--- config.mk ---
export PLATFORM = sky130hd
export DESIGN_NAME = frame_blitter
export DESIGN_NICKNAME = d
export VERILOG_FILES = /design/src/rtl/vga_blit_pkg.sv /design/src/rtl/blit_delay_line.sv /design/src/rtl/frame_blitter.sv
export SDC_FILE = /design/constraint.sdc
export NUM_CORES = 1
export LEC_CHECK = 0
export ABC_AREA = 1
export BUFFER_PORTS_ARGS = -buffer_cell sky130_fd_sc_hd__buf_2
export CAP_MARGIN = 5
export CORE_MARGIN = 3
export CORE_UTILIZATION = 60
export CTS_BUF_LIST = sky130_fd_sc_hd__clkbuf_4 sky130_fd_sc_hd__clkbuf_8
export DETAILED_ROUTE_END_ITERATION = 12
export PLACE_DENSITY = 0.84
export SLEW_MARGIN = 40
export SYNTH_ARGS = -nofsm -noshare
export SYNTH_HDL_FRONTEND = slang
export SYNTH_SLANG_ARGS = --single-unit
export TNS_END_PERCENT = 100
--- constraint.sdc ---
create_clock -name clock -period 2.15 [get_ports clock]
set_input_delay 0.43 -clock clock [delete_from_list [all_inputs] [get_ports clock]]
set_output_delay 0.43 -clock clock [all_outputs]
set_load 0.05 [all_outputs]
--- src/rtl/vga_blit_pkg.sv ---
// Shared definitions for the VGA image blitter: FSM state codes, a width
// helper that never returns zero, and the default screen geometry.
package vga_blit_pkg;

    localparam int DEF_SCREEN_W = 160;
    localparam int DEF_SCREEN_H = 120;

    localparam logic [1:0] ST_IDLE  = 2'd0;
    localparam logic [1:0] ST_FETCH = 2'd1;
    localparam logic [1:0] ST_DRAIN = 2'd2;
    localparam logic [1:0] ST_DONE  = 2'd3;

    // Bits needed to index n items; a single item still gets a 1-bit field.
    function automatic int clog2w(input int n);
        return (n > 1) ? $clog2(n) : 1;
    endfunction

endpackage

--- src/rtl/blit_delay_line.sv ---
// Fixed-depth shift register that carries per-pixel side information
// alongside the ROM read, so it emerges in step with rom_q.
module blit_delay_line
    import vga_blit_pkg::*;
#(
    parameter int DEPTH = 1,
    parameter int W     = 8
) (
    input  logic         clock,
    input  logic         reset,
    input  logic         valid_in,
    input  logic [W-1:0] data_in,
    output logic         valid_out,
    output logic [W-1:0] data_out,
    output logic         busy
);

    logic [DEPTH-1:0] valid_q;
    logic [W-1:0]     data_q [DEPTH];

    // Advance every stage by one per cycle; reset empties the whole line.
    always_ff @(posedge clock or negedge reset) begin
        if (!reset) begin
            valid_q <= '0;
            // NOTE: the payload array is cleared as well; it is only a few
            // registers deep, and a flushed line must never leak stale coords.
            for (int i = 0; i < DEPTH; i++) data_q[i] <= '0;
        end else begin
            valid_q[0] <= valid_in;
            data_q[0]  <= data_in;
            for (int i = 1; i < DEPTH; i++) begin
                valid_q[i] <= valid_q[i-1];
                data_q[i]  <= data_q[i-1];
            end
        end
    end

    assign valid_out = valid_q[DEPTH-1];
    assign data_out  = data_q[DEPTH-1];
    assign busy      = |valid_q;

endmodule

--- src/rtl/frame_blitter.sv ---
// Copies one of NUM_IMG ROM images into the VGA frame buffer at a run-time
// origin, clipping pixels that fall off the screen.
// Optional feature: define FRAME_BLITTER_TRANSP_EN to suppress plotting of
// pixels whose colour equals KEY_COLOUR (frame timing is unaffected).
module frame_blitter
    import vga_blit_pkg::*;
#(
    parameter int SCREEN_W   = DEF_SCREEN_W,
    parameter int SCREEN_H   = DEF_SCREEN_H,
    parameter int IMG_W      = 160,
    parameter int IMG_H      = 120,
    parameter int COLOUR_W   = 3,
    parameter int NUM_IMG    = 4,
    parameter int ROM_LAT    = 1,
    parameter int KEY_COLOUR = 0
) (
    input  logic                                clock,
    input  logic                                reset,
    input  logic                                start,
    input  logic [clog2w(NUM_IMG)-1:0]          img_sel,
    input  logic [clog2w(SCREEN_W)-1:0]         x0,
    input  logic [clog2w(SCREEN_H)-1:0]         y0,
    output logic [clog2w(NUM_IMG)-1:0]          rom_sel,
    output logic [clog2w(IMG_W*IMG_H)-1:0]      rom_addr,
    input  logic [COLOUR_W-1:0]                 rom_q,
    output logic [clog2w(SCREEN_W)-1:0]         x_counter,
    output logic [clog2w(SCREEN_H)-1:0]         y_counter,
    output logic [COLOUR_W-1:0]                 colour,
    output logic                                plot,
    output logic                                done
);

    localparam int N    = IMG_W * IMG_H;
    localparam int A_W  = clog2w(N);
    localparam int SW_W = clog2w(SCREEN_W);
    localparam int SH_W = clog2w(SCREEN_H);
    localparam int IX_W = clog2w(IMG_W);
    localparam int IY_W = clog2w(IMG_H);
    localparam int SX_W = SW_W + 1;
    localparam int SY_W = SH_W + 1;
    localparam int DL_W = 1 + SW_W + SH_W;

    localparam logic [COLOUR_W-1:0] KEY = COLOUR_W'(KEY_COLOUR);
`ifdef FRAME_BLITTER_TRANSP_EN
    localparam bit TRANSP = 1'b1;
`else
    localparam bit TRANSP = 1'b0;
`endif

    logic [1:0]      state;
    logic [SW_W-1:0] x0_q;
    logic [SH_W-1:0] y0_q;
    logic [IX_W-1:0] ix;
    logic [IY_W-1:0] iy;
    logic [SX_W-1:0] sx;
    logic [SY_W-1:0] sy;
    logic            in_bounds;
    logic            accept;
    logic            last_addr;
    logic            pix_on;

    logic            line_busy;
    logic            tap_valid;
    logic [DL_W-1:0] tap_data;
    logic            tap_in;
    logic [SW_W-1:0] tap_sx;
    logic [SH_W-1:0] tap_sy;

    assign accept    = start && ((state == ST_IDLE) || (state == ST_DONE));
    assign last_addr = (rom_addr == A_W'(N - 1));

    // Screen position is one bit wider so an overflow past the edge is caught.
    assign sx        = SX_W'(x0_q) + SX_W'(ix);
    assign sy        = SY_W'(y0_q) + SY_W'(iy);
    assign in_bounds = (sx < SX_W'(SCREEN_W)) && (sy < SY_W'(SCREEN_H));

    // Frame sequencing plus the row-major address and (ix,iy) walkers.
    always_ff @(posedge clock or negedge reset) begin
        if (!reset) begin
            state    <= ST_IDLE;
            rom_sel  <= '0;
            x0_q     <= '0;
            y0_q     <= '0;
            rom_addr <= '0;
            ix       <= '0;
            iy       <= '0;
        end else begin
            case (state)
                ST_IDLE, ST_DONE: begin
                    if (accept) begin
                        state    <= ST_FETCH;
                        rom_sel  <= img_sel;
                        x0_q     <= x0;
                        y0_q     <= y0;
                        rom_addr <= '0;
                        ix       <= '0;
                        iy       <= '0;
                    end
                end
                ST_FETCH: begin
                    if (last_addr) begin
                        state <= ST_DRAIN;
                    end else begin
                        rom_addr <= rom_addr + 1'b1;
                        if (ix == IX_W'(IMG_W - 1)) begin
                            ix <= '0;
                            iy <= iy + 1'b1;
                        end else begin
                            ix <= ix + 1'b1;
                        end
                    end
                end
                ST_DRAIN: begin
                    if (!line_busy) state <= ST_DONE;
                end
                default: state <= ST_IDLE;
            endcase
        end
    end

    // Side information rides ROM_LAT cycles to meet its pixel's rom_q.
    blit_delay_line #(
        .DEPTH (ROM_LAT),
        .W     (DL_W)
    ) u_delay (
        .clock     (clock),
        .reset     (reset),
        .valid_in  (state == ST_FETCH),
        .data_in   ({in_bounds, sx[SW_W-1:0], sy[SH_W-1:0]}),
        .valid_out (tap_valid),
        .data_out  (tap_data),
        .busy      (line_busy)
    );

    assign {tap_in, tap_sx, tap_sy} = tap_data;
    assign pix_on = tap_valid && tap_in && !(TRANSP && (rom_q == KEY));

    // VGA-side registers: plot every slot, coordinates/colour only on a write.
    always_ff @(posedge clock or negedge reset) begin
        if (!reset) begin
            plot      <= 1'b0;
            x_counter <= '0;
            y_counter <= '0;
            colour    <= '0;
        end else begin
            // NOTE: sequential state uses non-blocking assignments so every
            // register samples the pre-edge values of its neighbours.
            plot <= pix_on;
            if (pix_on) begin
                x_counter <= tap_sx;
                y_counter <= tap_sy;
                colour    <= rom_q;
            end
        end
    end

    assign done = (state == ST_DONE);

endmodule

## After elaboration in Yosys (flattened, before gate mapping)

Cells that the tools add are included.

- Output and inout port bits: 37
- Memories: 0
- Register bits after elaboration: 85
- Bits in latches: 0
- ROM bits: 0
- Logic and storage cells: 56
- RAM bits: 0

- Add/sub/neg operators: 5
- Shift-type cells: 0
- Multipliers: 0
- Bitwise logic cells: 0
- Equal/unequal tests: 10
- Mux-type cells: 15
- Div/mod/pow operators: 0
- Order comparisons: 2
- Reduce and logical (&&, ||, !) cells: 11

Operators with widths:

| cell | number |
|---|---|
| two-way mux 15 bit | 2 |
| case mux 15 bit (2 select lines) | 1 |
| two-way mux 8 bit | 3 |
| two-way mux 7 bit | 3 |
| case mux 8 bit (2 select lines) | 1 |
| adder 15 x 1 -> 15 bit (second input constant) | 1 |
| equality test 15 bit (second input constant) | 1 |
| case mux 7 bit (2 select lines) | 1 |
| != test 2 bit (second input constant) | 5 |
| adder 8 x 8 -> 9 bit | 1 |
| < comparator 9 x 8 -> 1 bit (second input constant) | 1 |
| adder 7 x 7 -> 8 bit | 1 |
| adder 8 x 1 -> 8 bit (second input constant) | 1 |
| equality test 8 bit (second input constant) | 1 |
| < comparator 8 x 7 -> 1 bit (second input constant) | 1 |
| adder 7 x 1 -> 7 bit (second input constant) | 1 |
| two-way mux 2 bit | 3 |
| case mux 2 bit (3 select lines) | 1 |
| AND reduction 3 bit | 2 |
| equality test 2 bit (second input constant) | 2 |
| AND reduction 4 bit | 1 |
| logical AND 1 bit | 3 |
| equality test 2 x 1 -> 1 bit (second input constant) | 1 |
| logical NOT 2 bit | 1 |
| other kinds (4) | 4 |

## Longest topological paths before layout

Gate-level depths: netlist of run 1.

- Word-level depth: 5
- Gate-level depth with buffers: 12
- Depth with buffers taken out: 12

## By module

From an unflattened synthesis of run 1, not the netlist that was laid out.

- Cells, all modules: 529
- Area total of the unflattened synthesis: 4,638.2 sq um

Modules (own cells, without submodules):

| module | area each (sq um) | sequential area each (sq um) | instances | cells each |
|---|---|---|---|---|
| frame_blitter | 4,205.3 | 1,701.6 | 1 | 511 |
| blit_delay_line | 432.9 | 425.4 | 1 | 18 |

## Worst setup path before layout of run 1

No wires, ideal clock.

- Path kind: register to register
- From: register rom_addr[1]
- To: register rom_addr[4]
- Required time: 2,055 ps
- Path slack: 189 ps
- Stages on the path, launching flop included: 10
- Path buffers: 2
- Arrival time: 1,865 ps
- Cells stage by stage: dfrtp_1 > ha_1 > nand3_2 > nor3_4 > nand3_2 > nand2_2 > buf_8 > buf_12 > nand2_1 > o31ai_1

- Cells in the longest elaborated chain, start to end: 3
- Elaborated cells between the ends (all ways): 6
- Those cells by class: 1 x add/sub; 2 x eq/ne; 2 x mux; 1 x reduce/logical

RTL lines:

| item | line | source |
|---|---|---|
| start, declared | frame_blitter.sv:24 | `output logic [clog2w(IMG_W*IMG_H)-1:0] rom_addr,` |
| start signal, assigned | frame_blitter.sv:104 | `rom_addr <= rom_addr + 1'b1;` |
| adder 15 x 1 -> 15 bit / equality test 15 bit (equally long branches) | frame_blitter.sv:104, frame_blitter.sv:70 |  |
| two-way mux 15 bit / != test 2 bit (equally long branches) | n/a |  |
| case mux 15 bit (2 select lines) / AND reduction 3 bit (equally long branches) | n/a |  |

Parallel ways exist; a longest one is shown, timed or not. The select of a mux whose other input is x is not followed.
A chain may end at the register's enable or synchronous reset.

## Worst setup path in the final report of run 1

- From: register iy[0]
- To: register u_delay.data_q (netlist bit u_delay.data_out[15])

- Cells in the longest elaborated chain, start to end: 3

RTL lines:

| item | line | source |
|---|---|---|
| start, declared | frame_blitter.sv:54 | `logic [IY_W-1:0] iy;` |
| start signal, assigned | frame_blitter.sv:107 | `iy <= iy + 1'b1;` |
| adder 7 x 7 -> 8 bit | frame_blitter.sv:74 | `assign sy = SY_W'(y0_q) + SY_W'(iy);` |
| < comparator 8 x 7 -> 1 bit | frame_blitter.sv:75 | `assign in_bounds = (sx < SX_W'(SCREEN_W)) && (sy < SY_W'(SCREEN_H));` |
| logical AND 1 bit | frame_blitter.sv:75 |  |
| net in_bounds | frame_blitter.sv:57 | `logic in_bounds;` |
| end signal, assigned by index | blit_delay_line.sv:33 | `data_q[i] <= data_q[i-1];` |
| end, declared | blit_delay_line.sv:19 | `logic [W-1:0] data_q [DEPTH];` |

The timed path passes the listed nets, and every way through them passes these cells.

==> results.sh, run 1 <==
export IMPL_outcome="completed"
export IMPL_seqCellArea_um2=2130
export IMPL_cts_root_buffer_cell="sky130_fd_sc_hd__clkbuf_8"
export IMPL_num_cts_buffers=9
export IMPL_slew_violations=0
export IMPL_powerDensity_nw_per_um2=1400
export IMPL_post_synth_num_cell_types=36
export IMPL_wire_length_of_the_first_global_routing_pass_um=15200
export IMPL_synth_yosys_warnings=0
export IMPL_gp_congestion=0.919
export IMPL_htree_levels=3
export IMPL_p_leak_nw=2.68
export IMPL_synth_ff_type="sky130_fd_sc_hd__dfrtp_1"
export IMPL_synth_cell_area_um2=4440
export IMPL_mostFrequentLayoutCells="sky130_fd_sc_hd__nand2_1 (172), sky130_fd_sc_hd__dfrtp_1 (85), sky130_fd_sc_hd__buf_2 (58), sky130_fd_sc_hd__inv_1 (51), sky130_fd_sc_hd__nand3_1 (32)"
export IMPL_grt_overflow=0
export IMPL_wl_per_cell_um=12.9
export IMPL_dr_first_iter_drc_count=148
export IMPL_synth_fp_nets=554
export IMPL_synth_seq_cells=85
export IMPL_fin_hold_ws_ns=0.266
export IMPL_detailed_placement_hpwl_um=6300
export IMPL_synth_edff_count=0
export IMPL_core_um2=6980
export IMPL_floorplan_die_width_um=92.0
export IMPL_startpoint_kind_of_the_worst_setup_timing_path="register"
export IMPL_antennaDiodeCount=0
export IMPL_critical_path_top_delay_family="adder cells"
export IMPL_fmaxAchievable_ghz=0.525
export IMPL_std_cell_rows=30
export IMPL_max_cap_violations=0
export IMPL_fin_cells=677
export IMPL_ctsHoldBuffers=1
export IMPL_num_io_pins=60
export IMPL_route_met2_wl_um=4330
export IMPL_max_slew_headroom_pct=68.4
export IMPL_worst_path_max_stage_delay_ns=0.46
export IMPL_end_kind="register"
export IMPL_asyncSetResetFlopFracSynth_pct=100
export IMPL_grt_start_max_net_pins=83
export IMPL_post_cts_setup_buffers=0
export IMPL_placedCellCount=660
export IMPL_period_share_pct=88.7
export IMPL_critical_path_class="register to register"
export IMPL_design_die_area_um2=8460
export IMPL_syn_instance_count=507
export IMPL_cp_max_fo=5
export IMPL_area_growth_pct=13.9
export IMPL_setup_tns_final_ns=0
export IMPL_drt_first_pass_iters=4
export IMPL_critical_path_cell_with_the_highest_stage_delay="sky130_fd_sc_hd__dfrtp_1"
export IMPL_postRouteAntennaNets=0
export IMPL_clk_path_buf_depth=2
export IMPL_dr_total_vias=3570
export IMPL_unrepaired_setup_endpoints_after_global_routing="no"
export IMPL_finalWorstPathRequiredPeriod_ns=1.91
export IMPL_met3_length_um=396
export IMPL_drt_vias_per_instance=5.27
export IMPL_die_h_um=92.0
export IMPL_gr_usage_all_layers_pct=22.2
export IMPL_drt_drc_violations_left=0
export IMPL_ir_worst_vdd_uv=640
export IMPL_hp_class="input pin to register"
export IMPL_final_fill_count=536
export IMPL_crit_chain="ha_1, inv_1, fa_1, inv_1, nand3_1, nand3b_1, nand2_1, nor2_1, nand3_1, nand2_1, nor2_1"
export IMPL_synthesis_area_per_instance_um2=8.75
export IMPL_synth_sequential_area_ratio_pct=47.9
export IMPL_clock_skew_ns=0.00972
export IMPL_final_number_of_hold_violating_endpoints=0
export IMPL_worst_ep_required_time_ns=2.40
export IMPL_floorplan_initialDensity_pct=63.6
export IMPL_grt_antenna_before_repair=0
export IMPL_clock_latency_ns=0.35
export IMPL_tritoncts_num_sinks=85
export IMPL_quantity_of_gates_resized_following_cts=0
export IMPL_layout_commonest_cell="sky130_fd_sc_hd__nand2_1"
export IMPL_cts_tree="done"
export IMPL_post_route_cells_drive_above_1_share_pct=20.7
export IMPL_first_global_vias=3472
export IMPL_multi_input_comb_area_um2=2020
export IMPL_clk_pin_slew_worst_paths_ns=0.08
export IMPL_critPathArrivalTime_ns=2.15
export IMPL_wl_met1_um=3810
export IMPL_cp_buffers_inverters=2
export IMPL_number_of_setup_violations_in_the_final_report=0
export IMPL_route_top_layer_used="met4"
export IMPL_final_core_utilization_pct=72.4
export IMPL_placement_io_buffers=59
export IMPL_drt_wl_total_um=8700
export IMPL_worst_slew_pin_slew_ns=0.471
export IMPL_fin_nets=623
-- cells by family (layout without fill, tap and decap cells) --
kind of cell | Yosys count | after routing | synth area share [%]
simple gates | 263 | 263 | 25.3
flops | 85 | 85 | 47.9
compound gates | 40 | 40 | 5.98
xor+xnor | 16 | 16 | 3.16
fa+ha+maj | 24 | 24 | 7.10
mux | 16 | 16 | 4.06
buf+inv | 63 | 137 | 6.51
-- stage by stage --
step | power (mW) | area [µm²] | worst slack [ns]
after floorplan | 5.33 | 4440 | 0.189
final | 7.08 | 5050 | 0.244
after global routing | 7.60 | 5050 | 0.0757
after CTS | 7.12 | 5050 | 0.229
after global placement | 5.80 | 4830 | 0.339
after detailed placement | 5.94 | 4830 | 0.247
-- worst min-delay path: stages --
cell	delay (ns)
sky130_fd_sc_hd__buf_2	0.07
sky130_fd_sc_hd__nand2_1	0.04
sky130_fd_sc_hd__nand2_1	0.04
-- state kept, by name, indices dropped and copies added (netlist names) --
| register | flops |
|---|---|
| u_delay.busy | 1 |
| colour | 3 |
| u_delay.data_out | 16 |
| x_counter | 8 |
| state | 2 |
| ix | 8 |
| y_counter | 7 |
| x0_q | 8 |
| iy | 7 |
| rom_addr | 15 |
| y0_q | 7 |
| rom_sel | 2 |
| plot | 1 |
-- path summary, 6_finish.rpt --
check                      cells after the start                 from  slack [ns]              endpoint
max in group asynchronous                      3                reset        1.15           rom_addr[0]
max                                           11                iy[0]        0.24  u_delay.data_out[15]
max reg2reg                                   11                iy[0]        0.24  u_delay.data_out[15]
min reg2reg                                    2  u_delay.data_out[7]        0.43          x_counter[0]
min                                            3             rom_q[1]        0.27             colour[1]
min in group asynchronous                      2                reset        0.41          y_counter[1]
-- synth_stat cells, types with 2 or more instances --
cell,n,area (µm²)
sky130_fd_sc_hd__nand2_1,172,646
sky130_fd_sc_hd__dfrtp_1,85,2130
sky130_fd_sc_hd__inv_1,51,191
sky130_fd_sc_hd__nand3_1,32,160
sky130_fd_sc_hd__nor2_1,31,116
sky130_fd_sc_hd__ha_1,22,275
sky130_fd_sc_hd__mux2_2,16,180
sky130_fd_sc_hd__a21oi_1,13,65.1
sky130_fd_sc_hd__nand4_1,13,81.3
sky130_fd_sc_hd__xor2_1,12,105
sky130_fd_sc_hd__o21ai_2,11,96.3
sky130_fd_sc_hd__nand3b_1,4,30.0
sky130_fd_sc_hd__o21ai_0,4,20.0
sky130_fd_sc_hd__o31ai_1,4,30.0
sky130_fd_sc_hd__xnor2_1,4,35.0
sky130_fd_sc_hd__clkbuf_1,3,11.3
sky130_fd_sc_hd__nand2_2,3,18.8
sky130_fd_sc_hd__nor3_1,3,15.0
sky130_fd_sc_hd__o21ai_1,3,15.0
sky130_fd_sc_hd__buf_12,2,40.0
sky130_fd_sc_hd__fa_1,2,40.0
sky130_fd_sc_hd__inv_2,2,7.51
sky130_fd_sc_hd__nand3_2,2,20.0
-- routing by layer --
metal,global-route usage (%),up-vias
li1,-,1766
met1,27.6,1699
met2,38.3,89
met3,3.86,16
met4,9.03,0
met5,0,-
-- cell type report --
| class | count | area share [%] |
|---|---|---|
| inverters | 54 | 4.01 |
| multi-input cells | 359 | 40.0 |
| flip-flops and latches | 85 | 42.1 |
| clock inverters | 5 | 1.16 |
| well taps | 96 | 2.38 |
| clock buffers | 11 | 3.00 |
| repair buffers | 67 | 7.38 |
-- power by group --
part	internal [mW]	switching, mW
registers	2.18	0.325
logic	1.05	2.35
clock network	0.600	0.570
total	3.83	3.25
Power figures use the tool's default switching activity.
==> inputs of run 2 (changes only) <==
--- a/config.mk
+++ b/config.mk
@@ -13,6 +13,7 @@
 export CTS_BUF_LIST = sky130_fd_sc_hd__clkbuf_4 sky130_fd_sc_hd__clkbuf_8
 export DETAILED_ROUTE_END_ITERATION = 12
 export PLACE_DENSITY = 0.84
+export SETUP_SLACK_MARGIN = 0.4
 export SLEW_MARGIN = 40
 export SYNTH_ARGS = -nofsm -noshare
 export SYNTH_HDL_FRONTEND = slang
==> run 2 against run 1 <==
Compared with the run above:
- via count grew 2.4%
- flip-flop and latch count stayed put
- first-iteration DRC count grew 25%
- critical endpoint unchanged
- count of clock-buffer cells in the layout rose by 1
==> results.sh, run 2 (same netlist as run 1, synthesis figures left out) <==
export IMPL_outcome="completed"
export IMPL_number_of_setup_violations_in_the_final_report=0
export IMPL_drt_wl_total_um=9350
export IMPL_max_slew_headroom_pct=63.7
export IMPL_clk_pin_slew_worst_paths_ns=0.08
export IMPL_die_h_um=92.0
export IMPL_wl_per_cell_um=13.6
export IMPL_fin_hold_ws_ns=0.0579
export IMPL_clock_skew_ns=0.00824
export IMPL_post_route_worst_setup_slack_ns=0.382
export IMPL_floorplan_initialDensity_pct=63.6
export IMPL_fin_area_um2=5310
export IMPL_slew_violations=0
export IMPL_hp_class="input pin to asynchronous set/reset pin"
export IMPL_grt_overflow=0
export IMPL_tritoncts_num_sinks=85
export IMPL_core_um2=6980
export IMPL_worst_r2r_cell_count=11
export IMPL_largest_register_ff_count=16
export IMPL_cts_root_buffer_cell="sky130_fd_sc_hd__clkbuf_8"
export IMPL_drt_vias_per_instance=5.31
export IMPL_htree_levels=3
export IMPL_gp_congestion=0.866
export IMPL_end_kind="register"
export IMPL_dpl_worst_slack_ns=0.284
export IMPL_cp_max_fo=2
export IMPL_r2r_setup_slack_ns=0.38
export IMPL_final_core_utilization_pct=76.0
export IMPL_wire_length_of_the_first_global_routing_pass_um=15300
export IMPL_critical_path_class="register to register"
export IMPL_fin_nets=635
export IMPL_mostFrequentLayoutCells="sky130_fd_sc_hd__nand2_1 (169), sky130_fd_sc_hd__dfrtp_1 (75), sky130_fd_sc_hd__buf_2 (58), sky130_fd_sc_hd__inv_1 (48), sky130_fd_sc_hd__nand3_1 (30)"
export IMPL_startpoint_kind_of_the_worst_setup_timing_path="register"
export IMPL_final_number_of_hold_violating_endpoints=0
export IMPL_clk_path_buf_depth=2
export IMPL_design_die_area_um2=8460
export IMPL_clock_latency_ns=0.35
export IMPL_finalWorstPathRequiredPeriod_ns=1.77
export IMPL_worst_ep_required_time_ns=2.40
export IMPL_max_cap_violations=0
export IMPL_unrepaired_setup_endpoints_after_global_routing="no"
export IMPL_detailed_placement_hpwl_um=6470
export IMPL_gr_usage_all_layers_pct=22.3
export IMPL_num_cts_buffers=9
export IMPL_placement_io_buffers=59
export IMPL_cts_tree="done"
export IMPL_fmaxAchievable_ghz=0.566
export IMPL_grt_antenna_before_repair=0
export IMPL_floorplan_die_width_um=92.0
export IMPL_grt_start_max_net_pins=45
export IMPL_dr_total_vias=3656
export IMPL_num_io_pins=60
export IMPL_ir_worst_vdd_uv=626
export IMPL_antennaDiodeCount=0
export IMPL_drt_first_pass_iters=5
export IMPL_p_leak_nw=2.71
export IMPL_dr_first_iter_drc_count=185
export IMPL_critPathArrivalTime_ns=2.01
export IMPL_std_cell_rows=30
export IMPL_layout_commonest_cell="sky130_fd_sc_hd__nand2_1"
export IMPL_worst_slew_pin_slew_ns=0.544
export IMPL_drt_drc_violations_left=0
export IMPL_post_route_cells_drive_above_1_share_pct=28.3
export IMPL_period_share_pct=82.2
export IMPL_setup_tns_final_ns=0
export IMPL_powerDensity_nw_per_um2=1420
export IMPL_total_placed_instance_area_um2=4870
export IMPL_postRouteAntennaNets=0
export IMPL_area_growth_pct=19.6
export IMPL_first_global_vias=3493
[run 2: final cells by class]
cell class,instances,area (µm²)
Clock buffer,12,153
Clock inverter,4,23.8
Fill cell,468,1670
Inverter,54,210
Multi-Input combinational cell,359,2190
Sequential cell,85,2140
Tap cell,96,120
Timing Repair Buffer,79,475
[run 2: timing repair]
action | 4_1_cts | 5_1_grt
pin swaps | 2 | 12
hold buffers | 0 | 0
buffers inserted | 5 | 7
gates resized for setup | 5 | 34
setup endpoints to repair | 24 | 31
[run 2: routing by layer]
| metal | track usage, % | part of all wire [%] | routed length, µm | up-vias |
|---|---|---|---|---|
| li1 | - | - | - | 1802 |
| met1 | 28.2 | 44 | 4090 | 1725 |
| met2 | 38.1 | 50 | 4630 | 112 |
| met3 | 3.69 | 4.8 | 449 | 17 |
| met4 | 9.03 | 1.9 | 175 | 0 |
| met5 | 0 | 0 | 0 | - |
[run 2: power by group]
group	total (mW)	internal (mW)	switching [mW]
registers	2.54	2.19	0.350
logic	3.98	1.40	2.58
clock network	1.02	0.474	0.546
[run 2: final timing paths]
path / from / to
worst max register to register: y0_q[0] / u_delay.data_out[15]
worst min-delay path: reset / u_delay.data_out[3]
worst max-delay path: y0_q[0] / u_delay.data_out[15]
min in group clock: rom_q[0] / colour[0]
worst min register to register: u_delay.data_out[3] / y_counter[3]
max in group asynchronous: reset / ix[1]
[run 2: worst max-delay path: stages (launching register included)]
cell                       delay [ns]
sky130_fd_sc_hd__dfrtp_1         0.41
sky130_fd_sc_hd__ha_4            0.15
sky130_fd_sc_hd__inv_1           0.05
sky130_fd_sc_hd__fa_2            0.36
sky130_fd_sc_hd__inv_2           0.08
sky130_fd_sc_hd__nand3_2         0.06
sky130_fd_sc_hd__nand3b_1        0.09
sky130_fd_sc_hd__nand2_1         0.08
sky130_fd_sc_hd__nor2_1          0.17
sky130_fd_sc_hd__nand3_2         0.10
sky130_fd_sc_hd__nand2_1         0.07
sky130_fd_sc_hd__nor2_1          0.04
[run 2: through the flow]
| step | std cells | power [mW] |
|---|---|---|
| finish | 689 | 7.54 |
| global route | 689 | 8.07 |
| global placement | 661 | 5.81 |
| CTS | 682 | 7.12 |
| floorplan | 507 | 5.35 |
| detailed placement | 661 | 5.96 |
==> inputs of run 3 (changes only) <==
--- a/config.mk
+++ b/config.mk
@@ -9,10 +9,10 @@
 export BUFFER_PORTS_ARGS = -buffer_cell sky130_fd_sc_hd__buf_2
 export CAP_MARGIN = 5
 export CORE_MARGIN = 3
-export CORE_UTILIZATION = 60
+export CORE_UTILIZATION = 54
 export CTS_BUF_LIST = sky130_fd_sc_hd__clkbuf_4 sky130_fd_sc_hd__clkbuf_8
 export DETAILED_ROUTE_END_ITERATION = 12
-export PLACE_DENSITY = 0.84
+export PLACE_DENSITY = 0.8
 export SETUP_SLACK_MARGIN = 0.4
 export SLEW_MARGIN = 40
 export SYNTH_ARGS = -nofsm -noshare
==> constraint.sdc (replaced) <==
create_clock -name clock -period 1.6 [get_ports clock]
set_input_delay 0.32 -clock clock [delete_from_list [all_inputs] [get_ports clock]]
set_output_delay 0.32 -clock clock [all_outputs]
set_load 0.05 [all_outputs]
==> run 3 against run 2 <==
Compared with the run above:
- the run now ends with negative setup slack left
- sequential share of layout area fell by 11 points
- wire length up 110%
- critical endpoint unchanged
- worst hold slack improved by 0.091 ns
==> results.sh, run 3 (same netlist as run 1, synthesis figures left out) <==
export IMPL_outcome="complete, but fails checks"
export IMPL_violations="negative setup slack"
export IMPL_design_die_area_um2=9340
export IMPL_multi_input_comb_area_um2=2850
export IMPL_drt_wl_total_um=19700
export IMPL_antennaDiodeCount=0
export IMPL_post_route_cells_drive_above_1_share_pct=53.5
export IMPL_critical_path_class="register to register"
export IMPL_worst_ep_required_time_ns=1.87
export IMPL_detailed_placement_hpwl_um=7220
export IMPL_tritoncts_num_sinks=85
export IMPL_final_fill_count=220
export IMPL_std_cell_rows=32
export IMPL_grt_overflow=0
export IMPL_clk_path_buf_depth=2
export IMPL_clock_skew_ns=0.0159
export IMPL_seqCellArea_um2=2140
export IMPL_wire_length_of_the_first_global_routing_pass_um=21700
export IMPL_slew_violations=0
export IMPL_post_route_worst_setup_slack_ns=-0.442
export IMPL_drt_drc_violations_left=0
export IMPL_area_growth_pct=67.0
export IMPL_number_of_setup_violations_in_the_final_report=38
export IMPL_fmaxAchievable_ghz=0.490
export IMPL_die_h_um=96.7
export IMPL_unrepaired_setup_endpoints_after_global_routing="yes"
export IMPL_critPathArrivalTime_ns=2.31
export IMPL_placement_io_buffers=59
export IMPL_largest_register_ff_count=16
export IMPL_fin_hold_ws_ns=0.149
export IMPL_dr_first_iter_drc_count=514
export IMPL_num_io_pins=60
export IMPL_cts_tree="done"
export IMPL_fin_nets=743
export IMPL_finalWorstPathRequiredPeriod_ns=2.04
export IMPL_htree_levels=3
export IMPL_cp_max_fo=6
export IMPL_floorplan_initialDensity_pct=56.6
export IMPL_drt_vias_per_instance=6.27
export IMPL_postRouteAntennaNets=0
export IMPL_gp_congestion=0.929
export IMPL_layout_commonest_cell="sky130_fd_sc_hd__nand2_1"
export IMPL_max_cap_violations=0
export IMPL_floorplan_die_width_um=96.7
export IMPL_drt_first_pass_iters=6
export IMPL_mostFrequentLayoutCells="sky130_fd_sc_hd__nand2_1 (123), sky130_fd_sc_hd__buf_4 (77), sky130_fd_sc_hd__dfrtp_1 (73), sky130_fd_sc_hd__buf_6 (54), sky130_fd_sc_hd__inv_1 (38)"
export IMPL_grt_start_max_net_pins=31
export IMPL_dr_total_vias=5034
export IMPL_num_cts_buffers=9
export IMPL_p_leak_nw=3.72
export IMPL_worst_slew_pin_slew_ns=0.452
export IMPL_powerDensity_nw_per_um2=2190
export IMPL_final_number_of_hold_violating_endpoints=0
export IMPL_grt_antenna_before_repair=0
export IMPL_startpoint_kind_of_the_worst_setup_timing_path="register"
export IMPL_period_share_pct=128
export IMPL_final_core_utilization_pct=94.4
export IMPL_wl_per_cell_um=24.5
export IMPL_first_global_vias=4581
export IMPL_core_um2=7850
export IMPL_max_slew_headroom_pct=69.9
export IMPL_clock_latency_ns=0.38
export IMPL_ir_worst_vdd_uv=2010
export IMPL_cts_root_buffer_cell="sky130_fd_sc_hd__clkbuf_8"
export IMPL_gr_usage_all_layers_pct=28.4
export IMPL_end_kind="register"
export IMPL_clk_pin_slew_worst_paths_ns=0.10
export IMPL_hp_class="input pin to register"
[run 3: metrics by stage]
step | total power [mW] | std cells | instance area [µm²] | TNS, ns | setup slack [ns]
after global placement | 8.69 | 698 | 5320 | -0.143 | -0.0243
after detailed placement | 8.92 | 698 | 5320 | -0.716 | -0.0945
final | 16.2 | 803 | 7410 | -7.17 | -0.442
after global routing | 16.8 | 803 | 7410 | -8.58 | -0.447
after floorplan | 7.74 | 507 | 4670 | -3.50 | -0.165
after CTS | 13.2 | 758 | 6640 | -0.226 | -0.0382
[run 3: report_power, final]
part | internal [mW] | switching (mW) | leakage, nW
logic | 5.05 | 5.88 | 2.56
registers | 2.94 | 0.635 | 1.05
clock network | 0.856 | 0.886 | 0.105
total | 8.84 | 7.40 | 3.72
[run 3: what timing repair did]
action	CTS	global route
buffers inserted	39	42
gates cloned	4	3
gates resized for setup	187	104
pin swaps	43	53
hold buffers	1	0
setup endpoints to repair	100	101
hold endpoints to repair	26	0
[run 3: worst paths after layout]
check	slack, ns	startpoint	end	cells past startpoint
max in group asynchronous	0.63	reset	rom_addr[1]	3
hold reg to reg	0.45	u_delay.data_out[0]	y_counter[0]	2
hold / removal	0.15	rom_q[1]	colour[1]	3
min in group asynchronous	0.45	reset	ix[7]	2
setup reg to reg	-0.44	y0_q[3]	u_delay.data_out[15]	11
setup / recovery	-0.44	y0_q[3]	u_delay.data_out[15]	11
[run 3: final cells by class]
cell class | count | share of cell area, %
tap | 102 | 1.72
timing repair inverter | 1 | 0.118
clock buffer | 12 | 2.23
clock inverter | 4 | 0.726
inverter | 54 | 2.95
timing repair buffer | 184 | 25.0
sequential | 85 | 28.9
multi-input combinational | 361 | 38.4
[run 3: per-layer routing]
metal	GRT usage [%]	vias up	routed length (µm)
met5	0	-	0
met4	13.1	0	1590
met3	4.33	165	1750
met2	51.1	466	9740
met1	33.3	2393	6570
li1	-	2010	-
[run 3: critical path: stages, from the launching register on]
cell	delay [ns]
sky130_fd_sc_hd__dfrtp_1	0.42
sky130_fd_sc_hd__ha_4	0.29
sky130_fd_sc_hd__nand2_1	0.14
sky130_fd_sc_hd__nand2_1	0.12
sky130_fd_sc_hd__inv_1	0.13
sky130_fd_sc_hd__nand2_1	0.15
sky130_fd_sc_hd__nand2_1	0.12
sky130_fd_sc_hd__nand2_1	0.08
sky130_fd_sc_hd__nor2_1	0.15
sky130_fd_sc_hd__nand3_1	0.13
sky130_fd_sc_hd__nand2_1	0.12
sky130_fd_sc_hd__nor2_1	0.06
